===== config.mk =====
export PLATFORM = sky130hd
export DESIGN_NAME = encoder_8to3_serial_flat
export DESIGN_NICKNAME = d
export VERILOG_FILES = /design/src/rtl/encoder_8to3_serial_pkg.sv /design/src/rtl/encoder_8to3_serial_if.sv /design/src/rtl/encoder_8to3_serial_prio_enc8.sv /design/src/rtl/encoder_8to3_serial.sv /design/src/flat_wrapper.sv
export SDC_FILE = /design/constraint.sdc
export NUM_CORES = 1
export LEC_CHECK = 0
export CAP_MARGIN = 20
export CORE_MARGIN = 2
export CORE_UTILIZATION = 40
export CTS_CLUSTER_DIAMETER = 30
export DETAILED_ROUTE_END_ITERATION = 10
export HOLD_SLACK_MARGIN = 0.15
export PLACE_DENSITY = 0.8
export SLEW_MARGIN = 25
export SYNTH_ARGS = -nofsm -noshare
export SYNTH_HDL_FRONTEND = slang
export SYNTH_SLANG_ARGS = --single-unit

===== constraint.sdc =====
create_clock -name clk -period 1.9 [get_ports clk]
set_input_delay 0.38 -clock clk [delete_from_list [all_inputs] [get_ports clk]]
set_output_delay 0.38 -clock clk [all_outputs]
set_load 0.005 [all_outputs]

===== src/rtl/encoder_8to3_serial_pkg.sv =====
// Shared sizing and state encoding for the serial 8-to-3 encoder.
package enc_pkg;

    localparam int unsigned N = 8;
    localparam int unsigned W = $clog2(N);

    typedef enum logic [0:0] {
        IDLE,
        EMIT
    } state_e;

endpackage


===== src/rtl/encoder_8to3_serial_if.sv =====
// Input-vector and output-index handshakes of the serial 8-to-3 encoder.
interface encoder_8to3_serial_if;
    import enc_pkg::*;

    logic         in_valid;
    logic         in_ready;
    logic [N-1:0] in_vec;
    logic         out_valid;
    logic         out_ready;
    logic [W-1:0] sel;
    logic         last;
    logic         zero_seen;

    modport master (
        output in_valid,
        output in_vec,
        output out_ready,
        input  in_ready,
        input  out_valid,
        input  sel,
        input  last,
        input  zero_seen
    );

    modport slave (
        input  in_valid,
        input  in_vec,
        input  out_ready,
        output in_ready,
        output out_valid,
        output sel,
        output last,
        output zero_seen
    );

endinterface


===== src/rtl/encoder_8to3_serial_prio_enc8.sv =====
// Lowest-set-bit priority encoder with an exactly-one-bit-set flag.
module prio_enc8
    import enc_pkg::*;
(
    input  logic [N-1:0] in,
    output logic [W-1:0] idx,
    output logic         onehot
);

    always_comb begin
        idx = '0;
        // Scan downward so the lowest set bit wins.
        for (int i = N - 1; i >= 0; i--) begin
            if (in[i]) begin
                idx = W'(i);
            end
        end
        onehot = (in != '0) && ((in & (in - N'(1))) == '0);
    end

endmodule


===== src/rtl/encoder_8to3_serial.sv =====
// Turns an accepted bitmap into a stream of set-bit indices, lowest first.
module encoder_8to3_serial
    import enc_pkg::*;
(
    input logic                  clk,
    input logic                  rst_n,
    encoder_8to3_serial_if.slave bus
);

    state_e       state_q;
    logic [N-1:0] pending_q;
    logic         zero_seen_q;

    logic [W-1:0] idx;
    logic         onehot;
    logic         out_valid;
    logic         last;
    logic         in_ready;
    logic         accept;
    logic         out_fire;
    logic [N-1:0] clear_mask;

    prio_enc8 u_prio (
        .in     (pending_q),
        .idx    (idx),
        .onehot (onehot)
    );

    always_comb begin
        out_valid  = rst_n && (state_q == EMIT);
        last       = out_valid && onehot;
        out_fire   = out_valid && bus.out_ready;
        // A final beat frees the slot in the same cycle, so vectors stream without a bubble.
        in_ready   = rst_n && ((state_q == IDLE) || (out_fire && last));
        accept     = bus.in_valid && in_ready;
        clear_mask = N'(1) << idx;
    end

    always_ff @(posedge clk) begin
        if (!rst_n) begin
            state_q     <= IDLE;
            pending_q   <= '0;
            zero_seen_q <= 1'b0;
        end else begin
            zero_seen_q <= 1'b0;
            if (accept) begin
                pending_q   <= bus.in_vec;
                state_q     <= (bus.in_vec != '0) ? EMIT : IDLE;
                zero_seen_q <= (bus.in_vec == '0);
            end else if (out_fire) begin
                pending_q <= pending_q & ~clear_mask;
                state_q   <= last ? IDLE : EMIT;
            end
        end
    end

    assign bus.in_ready  = in_ready;
    assign bus.out_valid = out_valid;
    assign bus.sel       = out_valid ? idx : '0;
    assign bus.last      = last;
    assign bus.zero_seen = zero_seen_q;

endmodule


===== src/flat_wrapper.sv =====
// flat-port wrapper written by rule: the top's interface ports become plain ports
module encoder_8to3_serial_flat import enc_pkg::*;
  (clk, rst_n, bus_in_valid, bus_in_vec, bus_out_ready, bus_in_ready, bus_out_valid, bus_sel, bus_last, bus_zero_seen);
  encoder_8to3_serial_if bus_i ();
  input logic clk;
  input logic rst_n;
  input wire logic [$bits(bus_i.in_valid)-1:0] bus_in_valid;
  input wire logic [$bits(bus_i.in_vec)-1:0] bus_in_vec;
  input wire logic [$bits(bus_i.out_ready)-1:0] bus_out_ready;
  output wire logic [$bits(bus_i.in_ready)-1:0] bus_in_ready;
  output wire logic [$bits(bus_i.out_valid)-1:0] bus_out_valid;
  output wire logic [$bits(bus_i.sel)-1:0] bus_sel;
  output wire logic [$bits(bus_i.last)-1:0] bus_last;
  output wire logic [$bits(bus_i.zero_seen)-1:0] bus_zero_seen;
  assign bus_i.in_valid = bus_in_valid;
  assign bus_i.in_vec = bus_in_vec;
  assign bus_i.out_ready = bus_out_ready;
  assign bus_in_ready = bus_i.in_ready;
  assign bus_out_valid = bus_i.out_valid;
  assign bus_sel = bus_i.sel;
  assign bus_last = bus_i.last;
  assign bus_zero_seen = bus_i.zero_seen;
  encoder_8to3_serial u_core (.clk(clk), .rst_n(rst_n), .bus(bus_i));
endmodule

Yosys cells after proc, flatten, opt, wreduce, memory -nomap -nowiden
Cells that the tools add are included.
- bitwise gates (word level): 4
- mux-type cells: 15
- reduce and logical (&&, ||, !) cells: 14
- shifts and indexed selects: 1
- $add $sub $neg: 1
- operator list (cell ; number):
    3-bit two-way mux ; 9
    8-bit AND ; 2
    8-bit zero test ; 2
    8-bit two-way mux ; 2
    8-bit nonzero test ; 2
    8-bit NOT ; 1
    1-bit by 3-bit left shift with 8-bit output (first input constant) ; 1
    8-bit by 1-bit subtractor with 8-bit output (second input constant) ; 1
    1-bit logical AND ; 7
    1-bit two-way mux ; 4
    2-bit AND reduction ; 1
    2-bit nonzero test ; 1
    1-bit logical OR ; 1
    1-bit NOT ; 1
- input port bits: 12
- register bits: 10

Logic depth before layout (Yosys ltp)
- word-level depth: 13
- depth in mapped cells: 6
- depth with buffers taken out: 6

By module
A second synthesis with hierarchy kept.
- cell total of the unflattened synthesis: 71
- area, all modules: 656.9 um^2
- by module, submodules not included (module ; cells an instance ; times used ; area an instance (um^2)):
    encoder_8to3_serial ; 48 ; 1 ; 494.2
    prio_enc8 ; 23 ; 1 ; 162.7

Worst setup path after synthesis
OpenSTA, ideal clock, no wires.
- path type: reg2out
- start point: reg u_core.pending_q[0]
- end point: out bus_in_ready
- slack: 123 ps
- data arrival time: 1397 ps
- required time: 1520 ps
- stages on the path, launching flop included: 6
- buffers on the path: 1
- path through: dfxtp_1 buf_6 nor4_2 nor2_1 a211o_2 a21oi_1
- word-level cells in the longest chain between the ends: 8
- elaborated cells on any way between the ends: 9
- classes of those cells: add/sub (1); bitwise (1); reduce/logical (7)
- ends and longest elaborated chain (element ; line ; text):
    start, declared ; encoder_8to3_serial.sv:11 ; logic [N-1:0] pending_q;
    start signal, assigned ; encoder_8to3_serial.sv:47 ; pending_q <= bus.in_vec;
    start signal, assigned ; encoder_8to3_serial.sv:51 ; pending_q <= pending_q & ~clear_mask;
    8-bit by 1-bit subtractor with 8-bit output ; encoder_8to3_serial_prio_enc8.sv:18 ; onehot = (in != '0) && ((in & (in - N'(1))) == '0);
    8-bit AND ; encoder_8to3_serial_prio_enc8.sv:18 ;
    8-bit zero test ; encoder_8to3_serial_prio_enc8.sv:18 ;
    1-bit logical AND * ; encoder_8to3_serial_prio_enc8.sv:18 ;
    1-bit logical AND * ; encoder_8to3_serial.sv:31 ; last = out_valid && onehot;
    1-bit logical AND * ; encoder_8to3_serial.sv:34 ; in_ready = rst_n && ((state_q == IDLE) || (out_fire && last));
    1-bit logical OR * ; encoder_8to3_serial.sv:34 ;
    1-bit logical AND * ; encoder_8to3_serial.sv:34 ;
    end, declared ; flat_wrapper.sv:10 ; output wire logic [$bits(bus_i.in_ready)-1:0] bus_in_ready;
Mark *: on every way between the ends. The rest lies on a longest branch, timed or not.

Worst setup path after layout
- start point: reg u_core.pending_q[6]
- end point: out bus_in_ready
The elaborated chain is that of the path after synthesis.

==> results.json <==
{
  "rsz0062_at_grt": "true",
  "wirelength_mm": 2.51,
  "drive_above_1_share_pct": 50.7,
  "synth_seq_area_share_pct": 28.1,
  "setup_viol": 2,
  "clkLatencyLatePin_ns": 0.28,
  "dpl_worst_slack_ns": -0.494,
  "synth_top_area_share_pct": 28.1,
  "cts_root_buf": "clkbuf_4",
  "crit_path_max_fanout": 6,
  "avgRoutedWirePerCell_um": 15.2,
  "period_needed_ns": 2.03,
  "cts_tree": "built",
  "path_clk_slew_ns": 0.07,
  "postSynth.asyncResetShare_pct": 0,
  "coreArea_mm2": 0.00171,
  "ant_nets": 0,
  "start_kind": "flop",
  "clock_skew_ns": 0.00630,
  "ys_warn_count": 0,
  "finalNonFillerCells": 165,
  "rows": 15,
  "synth_common_cells": "14 x nand2_1, 10 x dfxtp_1, 7 x nor2_1, 6 x nor4_1",
  "synth_cell_types": 32,
  "drt-initial-drc-count": 41,
  "nets": 153,
  "p_seq_share_pct": 30.6,
  "power.share.clock_pct": 22.3,
  "required_ns": 1.52,
  "antenna_cells": 0,
  "postCtsHoldBufs": 0,
  "ir_worst_vdd_mv": 0.532,
  "portBuffers": 18,
  "postSynthCellCount": 90,
  "final.setup.worst_slack_ns": -0.125,
  "grt_usage_pct": 25.6,
  "place_area_mm2": 0.00107,
  "switchingPower_uw": 320,
  "io_pins": 19,
  "dp_hpwl_mm": 1.71,
  "synth_top_cell_by_area": "dfxtp_1",
  "placedCellCount": 152,
  "viasPerCell": 5.90,
  "power_frac_comb_pct": 47.1,
  "dieArea_mm2": 0.00214,
  "max_cap_viol_count": 0,
  "stdcell_area_mm2": 0.00131,
  "yosysMostFrequentCell": "nand2_1",
  "htreeDepth": 1,
  "synth-edff-count": 0,
  "max_clock_freq_mhz": 494,
  "status": "finished with violations",
  "final_max_slew_viol_count": 0,
  "synth_fp_nets": 102,
  "powerDensity_mw_per_mm2": 688,
  "final_util_pct": 76.5,
  "synth-main-ff-cell": "dfxtp_1",
  "cp-end-kind": "output port",
  "die_x_um": 46.2,
  "clock_path_buffers": 2,
  "grt_pass1_vias": 875,
  "tns_ns": -0.191,
  "antenna_found_initial": 0,
  "internal_power_uw": 578,
  "switching_share_pct": 35.7,
  "synth_area_leaders": "dfxtp_1 28%, nand2_1 7.4%, a32o_1 5.6%",
  "ys_seq_elements": 10,
  "grt_overflow_total": 0,
  "cts_sinks": 10,
  "place_congestion": 1.02,
  "period_share_pct": 107,
  "hp-class": "reg2reg",
  "start_util_pct": 41.8,
  "nFillCells": 113,
  "timing.slew.headroom_pct": 73.9,
  "violations": "negative setup slack",
  "grt_start_max_net_pins": 12,
  "p_total_uw": 898,
  "netlist_area_um2": 713,
  "grt_pass1_wl_mm": 3.84,
  "worstSetupPathType": "reg2out",
  "vias": 973,
  "syn2layout_area_growth_pct": 83.2,
  "arrival_ns": 1.65,
  "syn_avg_cell_area_um2": 7.92,
  "p_leak_nw": 0.523,
  "fin_hold_ws_ns": 0.566,
  "hold_viol": 0,
  "worst_pin_slew_ns": 0.388,
  "drc": 0,
  "cts_buffers": 3,
  "die_h_um": 46.2,
  "first_pass_iters": 4
}
cell type report:
cell class	count	area (um^2)	area share, %
inverters	2	7.51	0.575
repair buffers	51	424	32.5
multi-input cells	73	592	45.3
well taps	25	31.3	2.39
clock buffers	4	36.3	2.78
flip-flops and latches	10	215	16.5
routing by layer:
metal	vias up	wire length, um	global-route usage (%)
li1	458	-	-
met1	444	1130	33.7
met2	56	1120	42.2
met3	15	176	2.35
met4	0	88	10.3
met5	-	0	0
what timing repair did:
action | in CTS | in global routing
setup endpoints to repair | 12 | 6
buffers inserted | 5 | 4
pin swaps | 11 | 6
gates resized for setup | 47 | 10
worst paths after layout:
path / start / end / slack (ns) / cells after the start
max: u_core.pending_q[6]$_SDFFE_PN0P_ / bus_in_ready / -0.13 / 5
min: u_core.pending_q[2]$_SDFFE_PN0P_ / u_core.pending_q[2]$_SDFFE_PN0P_ / 0.57 / 2
max reg2reg: u_core.pending_q[2]$_SDFFE_PN0P_ / u_core.pending_q[5]$_SDFFE_PN0P_ / 0.07 / 6
min reg2reg: u_core.pending_q[2]$_SDFFE_PN0P_ / u_core.pending_q[2]$_SDFFE_PN0P_ / 0.57 / 2
state kept, by name, indices dropped and copies added, names as in the netlist:
name,count
u_core.pending_q,8
u_core.bus.zero_seen,1
u_core.state_q,1
worst max-delay path: stages (launching register included):
cell	delay, ns
dfxtp_4	0.38
nor4b_4	0.32
a211oi_2	0.09
a211o_2	0.34
a21oi_2	0.11
buf_2	0.11
layout by cell type (no fill, tap or decap), drive strengths merged, types with 2 or more instances in the layout:
master	instances
o211ai	3
o21ai	5
or4	2
clkdlybuf4s50	11
a21oi	3
nor2	7
nor4b	2
nor4	7
nand2	14
a32o	6
a2111oi	2
nand2b	3
nand4	4
nand3	2
dfxtp	10
a211oi	3
buf	37
clkbuf	5
inv	2
kinds of logic after synthesis:
logic type                synth area share, %
AOI/OAI and AO/OA                        30.9
DFF                                      28.1
buffers and inverters                    6.14
and+or+nand+nor                          33.7
xor gates and xnor gates                 1.23
power by group through the flow:
stage / combinational, mW / sequential, mW / clock (mW)
finish: 0.423 / 0.275 / 0.201
global placement: 0.319 / 0.261 / 0
detailed placement: 0.323 / 0.263 / 0
global route: 0.455 / 0.277 / 0.209
CTS: 0.370 / 0.271 / 0.202
floorplan: 0.173 / 0.251 / 0
(Power assumes the default switching activity.)
